`config.mk`:
```
export PLATFORM = sky130hd
export DESIGN_NAME = ahb_arbiter_flat
export DESIGN_NICKNAME = d
export VERILOG_FILES = /design/src/rtl/ahb_arbiter_if.sv /design/src/rtl/ahb_arbiter.sv /design/src/flat_wrapper.sv
export SDC_FILE = /design/constraint.sdc
export NUM_CORES = 1
export LEC_CHECK = 0
export BUFFER_PORTS_ARGS = -buffer_cell sky130_fd_sc_hd__buf_2
export CORE_MARGIN = 2
export CORE_UTILIZATION = 40
export CTS_CLUSTER_DIAMETER = 200
export DETAILED_ROUTE_END_ITERATION = 10
export PLACE_DENSITY = 0.74
export RECOVER_POWER = 25
export SYNTH_ARGS = -nofsm -noshare
export SYNTH_HDL_FRONTEND = slang
export SYNTH_SLANG_ARGS = --single-unit
```
`constraint.sdc`:
```
create_clock -name clk -period 3.35 [get_ports clk]
set_input_delay 0.1675 -clock clk [delete_from_list [all_inputs] [get_ports clk]]
set_output_delay 0.1675 -clock clk [all_outputs]
set_load 0.02 [all_outputs]
```
`src/rtl/ahb_arbiter_if.sv`:
```
// ahb_arbiter_if: manager request/lock lines, shared transfer signals and the arbiter's grant outputs
interface ahb_arbiter_if #(
    parameter int NumManagers = 4,
    parameter int burstWidth = 3,
    parameter int IdxWidth = $clog2(NumManagers)
);
    logic [NumManagers-1:0] req;
    logic [NumManagers-1:0] lock;
    logic [2:0] trans;
    logic [burstWidth-1:0] burst;
    logic ready;
    logic [NumManagers-1:0] grant;
    logic [IdxWidth-1:0] owner;
    logic [IdxWidth-1:0] dataOwner;
    logic locked;
    modport master (output req, lock, trans, burst, ready, input grant, owner, dataOwner, locked);
    modport slave (input req, lock, trans, burst, ready, output grant, owner, dataOwner, locked);
endinterface

```
`src/rtl/ahb_arbiter.sv`:
```
// ahb_arbiter: round-robin AHB arbiter that hands over only at transfer boundaries and honours locked sequences
module ahb_arbiter #(
    parameter int NumManagers = 4,
    parameter int burstWidth = 3,
    parameter int IdxWidth = $clog2(NumManagers)
) (
    input logic clk,
    input logic reset,
    ahb_arbiter_if.slave bus
);
    typedef enum logic [1:0] {PARK, OWNED, LOCKED} state_t;
    state_t state, state_nxt;
    logic [IdxWidth-1:0] owner, owner_nxt, data_owner, cand;
    logic [3:0] beats_left, beats_nxt, burst_last;
    logic [2:0] burst3;
    logic idle, nonseq, seq, boundary, found;
    always_comb begin
        burst3 = 3'(bus.burst);
        idle = bus.trans[2] || bus.trans == 3'd0;
        nonseq = bus.trans == 3'd2;
        seq = bus.trans == 3'd3;
        burst_last = burst3[2:1] == 2'd0 ? 4'd0 : burst3[2:1] == 2'd1 ? 4'd3 : burst3[2:1] == 2'd2 ? 4'd7 : 4'd15;
        beats_nxt = !bus.ready ? beats_left : nonseq ? burst_last :
                    seq ? (beats_left == 4'd0 ? 4'd0 : beats_left - 4'd1) : beats_left;
        // a fixed burst only yields the bus on the SEQ that carries its last beat
        boundary = bus.ready && (idle || (nonseq && burst3 <= 3'd1) || (seq && (burst3 == 3'd1 || beats_left == 4'd1)));
    end
    always_comb begin
        state_nxt = state;
        owner_nxt = owner;
        cand = '0;
        found = 1'b0;
        if (boundary) begin
            if (bus.lock[owner] && bus.req[owner]) begin
                state_nxt = LOCKED;
            end else begin
                state_nxt = PARK;
                owner_nxt = '0;
                for (int i = 1; i <= NumManagers; i++) begin
                    cand = IdxWidth'((int'(owner) + i) % NumManagers);
                    if (!found && bus.req[cand]) begin
                        found = 1'b1;
                        state_nxt = OWNED;
                        owner_nxt = cand;
                    end
                end
            end
        end
    end
    always_ff @(posedge clk or posedge reset) begin
        if (reset) begin
            state <= PARK;
            owner <= '0;
            data_owner <= '0;
            beats_left <= '0;
        end else begin
            state <= state_nxt;
            owner <= owner_nxt;
            beats_left <= beats_nxt;
            if (bus.ready) data_owner <= owner;
        end
    end
    assign bus.grant = NumManagers'(1) << owner;
    assign bus.owner = owner;
    assign bus.dataOwner = data_owner;
    assign bus.locked = state == LOCKED;
endmodule

```
`src/flat_wrapper.sv`:
```
// flat-port wrapper written by rule: the top's interface ports become plain ports
module ahb_arbiter_flat 
#(
    parameter int NumManagers = 4,
    parameter int burstWidth = 3,
    parameter int IdxWidth = $clog2(NumManagers)
)
  (clk, reset, bus_req, bus_lock, bus_trans, bus_burst, bus_ready, bus_grant, bus_owner, bus_dataOwner, bus_locked);
  ahb_arbiter_if #(.NumManagers(NumManagers), .burstWidth(burstWidth), .IdxWidth(IdxWidth)) bus_i ();
  input logic clk;
  input logic reset;
  input wire logic [$bits(bus_i.req)-1:0] bus_req;
  input wire logic [$bits(bus_i.lock)-1:0] bus_lock;
  input wire logic [$bits(bus_i.trans)-1:0] bus_trans;
  input wire logic [$bits(bus_i.burst)-1:0] bus_burst;
  input wire logic [$bits(bus_i.ready)-1:0] bus_ready;
  output wire logic [$bits(bus_i.grant)-1:0] bus_grant;
  output wire logic [$bits(bus_i.owner)-1:0] bus_owner;
  output wire logic [$bits(bus_i.dataOwner)-1:0] bus_dataOwner;
  output wire logic [$bits(bus_i.locked)-1:0] bus_locked;
  assign bus_i.req = bus_req;
  assign bus_i.lock = bus_lock;
  assign bus_i.trans = bus_trans;
  assign bus_i.burst = bus_burst;
  assign bus_i.ready = bus_ready;
  assign bus_grant = bus_i.grant;
  assign bus_owner = bus_i.owner;
  assign bus_dataOwner = bus_i.dataOwner;
  assign bus_locked = bus_i.locked;
  ahb_arbiter #(.NumManagers(NumManagers), .burstWidth(burstWidth), .IdxWidth(IdxWidth)) u_core (.clk(clk), .reset(reset), .bus(bus_i));
endmodule
```
Word level (Yosys, flattened, before mapping)

Index checks and enable logic that the tools add are counted.
W data, S select, Z words.

Bits in registers: 10
Input port bits: 17
Output and inout port bits: 9
Word-level logic and storage cells: 80

$add $sub $neg: 5
Magnitude comparators: 6
Equality and inequality tests: 7
Shifts and indexed selects: 1
Muxes and demuxes: 36
Bitwise gates (word level): 1
Reduce and logical (&&, ||, !) cells: 20

Operator list:

| kind                  | count |
|---|---|
| $mux W4               | 6 |
| $mux W1               | 19 |
| $lt A2 B3 Y1 const B  | 5 |
| $bmux W1 S2           | 6 |
| $mux W2               | 5 |
| $logic_and A1 B1 Y1   | 7 |
| $eq A3 B2 Y1 const B  | 2 |
| $add A2 B1 Y2 const B | 2 |
| $add A2 B2 Y2 const B | 2 |
| $eq A2 B2 Y1 const B  | 2 |
| $eq A4 B1 Y1 const B  | 1 |
| $logic_not A4 Y1      | 1 |
| $logic_or A1 B1 Y1    | 4 |
| $reduce_and A2 Y1     | 2 |
| $shl A1 B2 Y4 const A | 1 |
| $sub A4 B1 Y4 const B | 1 |
| $eq A3 B1 Y1 const B  | 1 |
| $le A3 B1 Y1 const B  | 1 |
| $logic_not A1 Y1      | 3 |
| $logic_not A3 Y1      | 1 |
| $eq A2 B1 Y1 const B  | 1 |
| $logic_not A2 Y1      | 1 |
| $reduce_bool A2 Y1    | 1 |
| $not A1 Y1            | 1 |

Longest topological paths before layout

Depth after elaboration: 20
Mapped depth: 8
Mapped depth without buffers: 7

Least setup slack after synthesis

Ideal clock, no wire load.

Path kind: register to register
Start: register u_core.owner[0] (netlist: u_core.bus.owner[0])
End: register u_core.owner[0] (netlist: u_core.bus.owner[0])
Setup time: 0.095 ns
Arrival time: 2.044 ns
Required time: 3.255 ns
Slack: 1.210 ns
Cell stages (with the launch flop): 9
Path buffers: 1
Clock period less this slack: 2.140 ns
Path through: dfrtp_1 -> buf_6 -> inv_1 -> ha_1 -> mux4_1 -> nand2b_1 -> a221oi_1 -> o21ai_0 -> o31ai_1

Cells in the longest elaborated chain, start to end: 19
Elaborated cells on any way between the ends: 38
Classes of those cells: add/sub: 4; mux: 25; bitwise: 1; reduce/logical: 8

Ends and longest elaborated chain:

| item                          | RTL line          | text |
|---|---|---|
| start: declaration            | ahb_arbiter.sv:13 | `logic [IdxWidth-1:0] owner, owner_nxt, data_owner, cand;` |
| start signal: assignment      | ahb_arbiter.sv:58 | `owner <= owner_nxt;` |
| $add A2 B1 Y2                 | ahb_arbiter.sv:40 | `cand = IdxWidth'((int'(owner) + i) % NumManagers);` |
| $bmux W1 S2                   | ahb_arbiter.sv:41 | `if (!found && bus.req[cand]) begin` |
| $mux W1 (not written as such) | ahb_arbiter.sv:41 |  |
| $mux W1                       | ahb_arbiter.sv:41 |  |
| $mux W1                       | ahb_arbiter.sv:34 | `if (bus.lock[owner] && bus.req[owner]) begin` |
| $mux W1                       | ahb_arbiter.sv:33 | `if (boundary) begin` |
| $logic_not A1 Y1              | ahb_arbiter.sv:41 |  |
| $logic_and A1 B1 Y1           | ahb_arbiter.sv:41 |  |
| [... 3 more ...]              | -                 |  |
| $logic_not A1 Y1              | ahb_arbiter.sv:41 |  |
| $logic_and A1 B1 Y1           | ahb_arbiter.sv:41 |  |
| $mux W1                       | ahb_arbiter.sv:41 |  |
| $mux W1                       | ahb_arbiter.sv:34 |  |
| $mux W1                       | ahb_arbiter.sv:33 |  |
| $logic_not A1 Y1              | ahb_arbiter.sv:41 |  |
| $logic_and A1 B1 Y1           | ahb_arbiter.sv:41 |  |
| $mux W2                       | ahb_arbiter.sv:41 |  |

Several ways; a longest one is shown, not always the timed one. The select of a mux whose other input is x is not followed.
A chain may end at the register's enable or synchronous reset.

Worst setup path in the final report

Same ends and word-level chain as after synthesis.

==> impl_metrics.json <==
{
  "slew_viol_final": 0,
  "rows": 16,
  "cts_sinks": 10,
  "wire_per_inst_um": 12.2,
  "core-area_um2": 1960,
  "start_kind": "register",
  "worstPathArrival_ns": 2.52,
  "postRouteAntennaNets": 0,
  "skew_ns": 0.000747,
  "timing.final.crit_period_ns": 2.35,
  "hpwlAfterDp_um": 1360,
  "drive_gt1_share_pct": 34.5,
  "max_freq_mhz": 426,
  "gp_congestion": 0.886,
  "first_pass_iters": 5,
  "drt_iter0_drc": 17,
  "slowest_delay_ns": 0.69,
  "final_common_cell": "buf_2",
  "ios": 26,
  "synth_area_um2": 830,
  "dieArea_um2": 2450,
  "grt_pass1_wl_um": 2930,
  "dr_total_vias": 769,
  "start_util_pct": 42.3,
  "syn_nets": 105,
  "yosysWarnings": 0,
  "ir_drop_mv": 0.325,
  "insertion_delay_ns": 0.26,
  "synth_top_family_by_area": "multiplexers",
  "clock-root-buffer": "clkbuf_4",
  "muxShareOfSynthArea_pct": 22.9,
  "nNetsFinal": 135,
  "cp_max_fo": 15,
  "placed_cell_area_um2": 977,
  "final_cell_mix": "buf_2, o21ai_0, dfrtp_1",
  "grt_max_degree": 16,
  "synthAdderAreaFrac_pct": 6.03,
  "clk_pin_slew_ns": 0.06,
  "end_kind": "register",
  "viasPerCell": 5.49,
  "cts_made_buffers": 3,
  "rsz0062_at_grt": "false",
  "crit_required_ns": 3.52,
  "synthTopCellsByArea": "dfrtp_1, mux4_1, o21ai_0",
  "diodes": 0,
  "synth_area_per_cell_um2": 9.88,
  "outcome": "complete, no violations",
  "grt_usage_pct": 15.0,
  "die_w_um": 49.5,
  "synthCells": 84,
  "h-tree-depth": 1,
  "relSlewSlack_pct": 63.6,
  "tightest_slew_ns": 0.546,
  "final_hold_viol_count": 0,
  "grt_pass1_vias": 723,
  "yosysTopAreaCellShare_pct": 30.2,
  "async_flop_share_pct": 100,
  "period_share_pct": 70.1,
  "yosysTopAreaCell": "dfrtp_1",
  "yosysUniqueCellTypes": 30,
  "power.leakage_nw": 0.481,
  "place.port_buffers": 25,
  "design_area_um2": 1020,
  "setup_viol": 0,
  "cellPowerDensity_nw_per_um2": 781,
  "hold_ws_ns": 0.203,
  "cts_resized": 0,
  "synth_compound_area_share_pct": 18.4,
  "final.setup.tns_ns": 0,
  "antenna_found_initial": 0,
  "yosys.area_share.simple_pct": 18.4,
  "die_h_um": 49.5,
  "overflow": 0,
  "tritoncts": "built",
  "drc": 0,
  "crit_path_cell_trace": "inv_1, ha_1, mux4_1, nand2b_1, a221oi_1, o21ai_0, o31ai_1",
  "ys_seq_area_share_pct": 30.2,
  "maxCapViolCount": 0,
  "min_path_type": "input pin to register",
  "wirelength_um": 1710,
  "synth_edf_count": 0,
  "synth_xor_xnor_area_share_pct": 0,
  "syn_to_final_growth_pct": 23.4,
  "crit_type": "register to register",
  "synth-seq-cells": 10,
  "cts_max_path_buffers": 2,
  "ys_dominant_reg_cell": "dfrtp_1",
  "cp_slowest_cell": "dfrtp_1"
}
cells by family after synthesis:
group | Yosys count
adders and majority gates | 4
and+or+nand+nor | 29
DFF | 10
buffers and inverters | 7
AOI/OAI and AO/OA | 23
muxes | 11
critical path: cells and delay by family, from the launching register on:
family                   cells  cell delay, ns
flip-flops                   1            0.69
AND/OR/NAND/NOR              1            0.18
adder cells (fa/ha/maj)      1            0.44
multiplexers                 1            0.36
buffers and inverters        1            0.13
AO/OA/AOI/OAI                3            0.46
per-stage QoR:
step	utilization, %	setup slack, ns	std cells	total power (W)
2_1_floorplan	-	1.21	84	0.000598
3_3_place_gp	49.8	1.10	135	0.000679
3_5_place_dp	49.8	0.997	135	0.000696
4_1_cts	52.2	0.993	140	0.000805
5_1_grt	52.2	0.751	140	0.000867
6_report	52.2	1.00	140	0.000800
synth_stat cells (2+ instances only):
master,instances
nor3_1,5
mux4_2,2
mux2_2,5
nor2b_1,3
a21oi_1,2
dfrtp_1,10
inv_1,6
o41ai_1,2
nand2_1,4
nand2b_1,2
o21ai_0,12
ha_1,4
nor2_1,8
mux4_1,3
metal layers:
layer / vias up / global-route usage [%] / share of wire (%)
met5: - / 0 / 0
met4: 0 / 4.17 / 0.82
met3: 2 / 3.33 / 4.6
met2: 18 / 26.4 / 48
met1: 370 / 18.2 / 47
li1: 379 / - / -
layout make-up:
| type | instances | area, µm² |
|---|---|---|
| clock buffer | 4 | 36.3 |
| tap | 27 | 33.8 |
| sequential | 10 | 250 |
| timing repair buffer | 26 | 135 |
| multi-input combinational | 67 | 546 |
| inverter | 6 | 22.5 |
| fill | 198 | 938 |
final timing paths:
check                      cells past startpoint  slack, ns                               end                       startpoint
min reg2reg                                    2       0.49       u_core.state[1]$_DFFE_PP0P_      u_core.state[1]$_DFFE_PP0P_
min                                            3       0.20  u_core.beats_left[3]$_DFFE_PP0P_                     bus_burst[1]
min in group asynchronous                      3       0.41  u_core.beats_left[0]$_DFFE_PP0P_                            reset
max in group asynchronous                      3       2.67       u_core.state[1]$_DFFE_PP0P_                            reset
max reg2reg                                    7       1.00   u_core.bus.owner[0]$_DFFE_PP0P_  u_core.bus.owner[0]$_DFFE_PP0P_
max                                            7       1.00   u_core.bus.owner[0]$_DFFE_PP0P_  u_core.bus.owner[0]$_DFFE_PP0P_
state kept, by name, summed over array words and instances, names as in the netlist:
register / count
u_core.beats_left: 4
u_core.bus.dataOwner: 2
u_core.bus.owner: 2
u_core.state: 2
report_power, final:
group / internal, W / switching, W / total, W
Clock: 0.0000660 / 0.0000403 / 0.000106
Sequential: 0.000171 / 0.0000734 / 0.000244
Combinational: 0.000215 / 0.000234 / 0.000449
what timing repair did:
action	4_1_cts	5_1_grt
endpoints found under the hold margin	10	0
setup buffers	0	0
hold buffers	1	0
No activity file was read; power rests on OpenSTA's default activity.
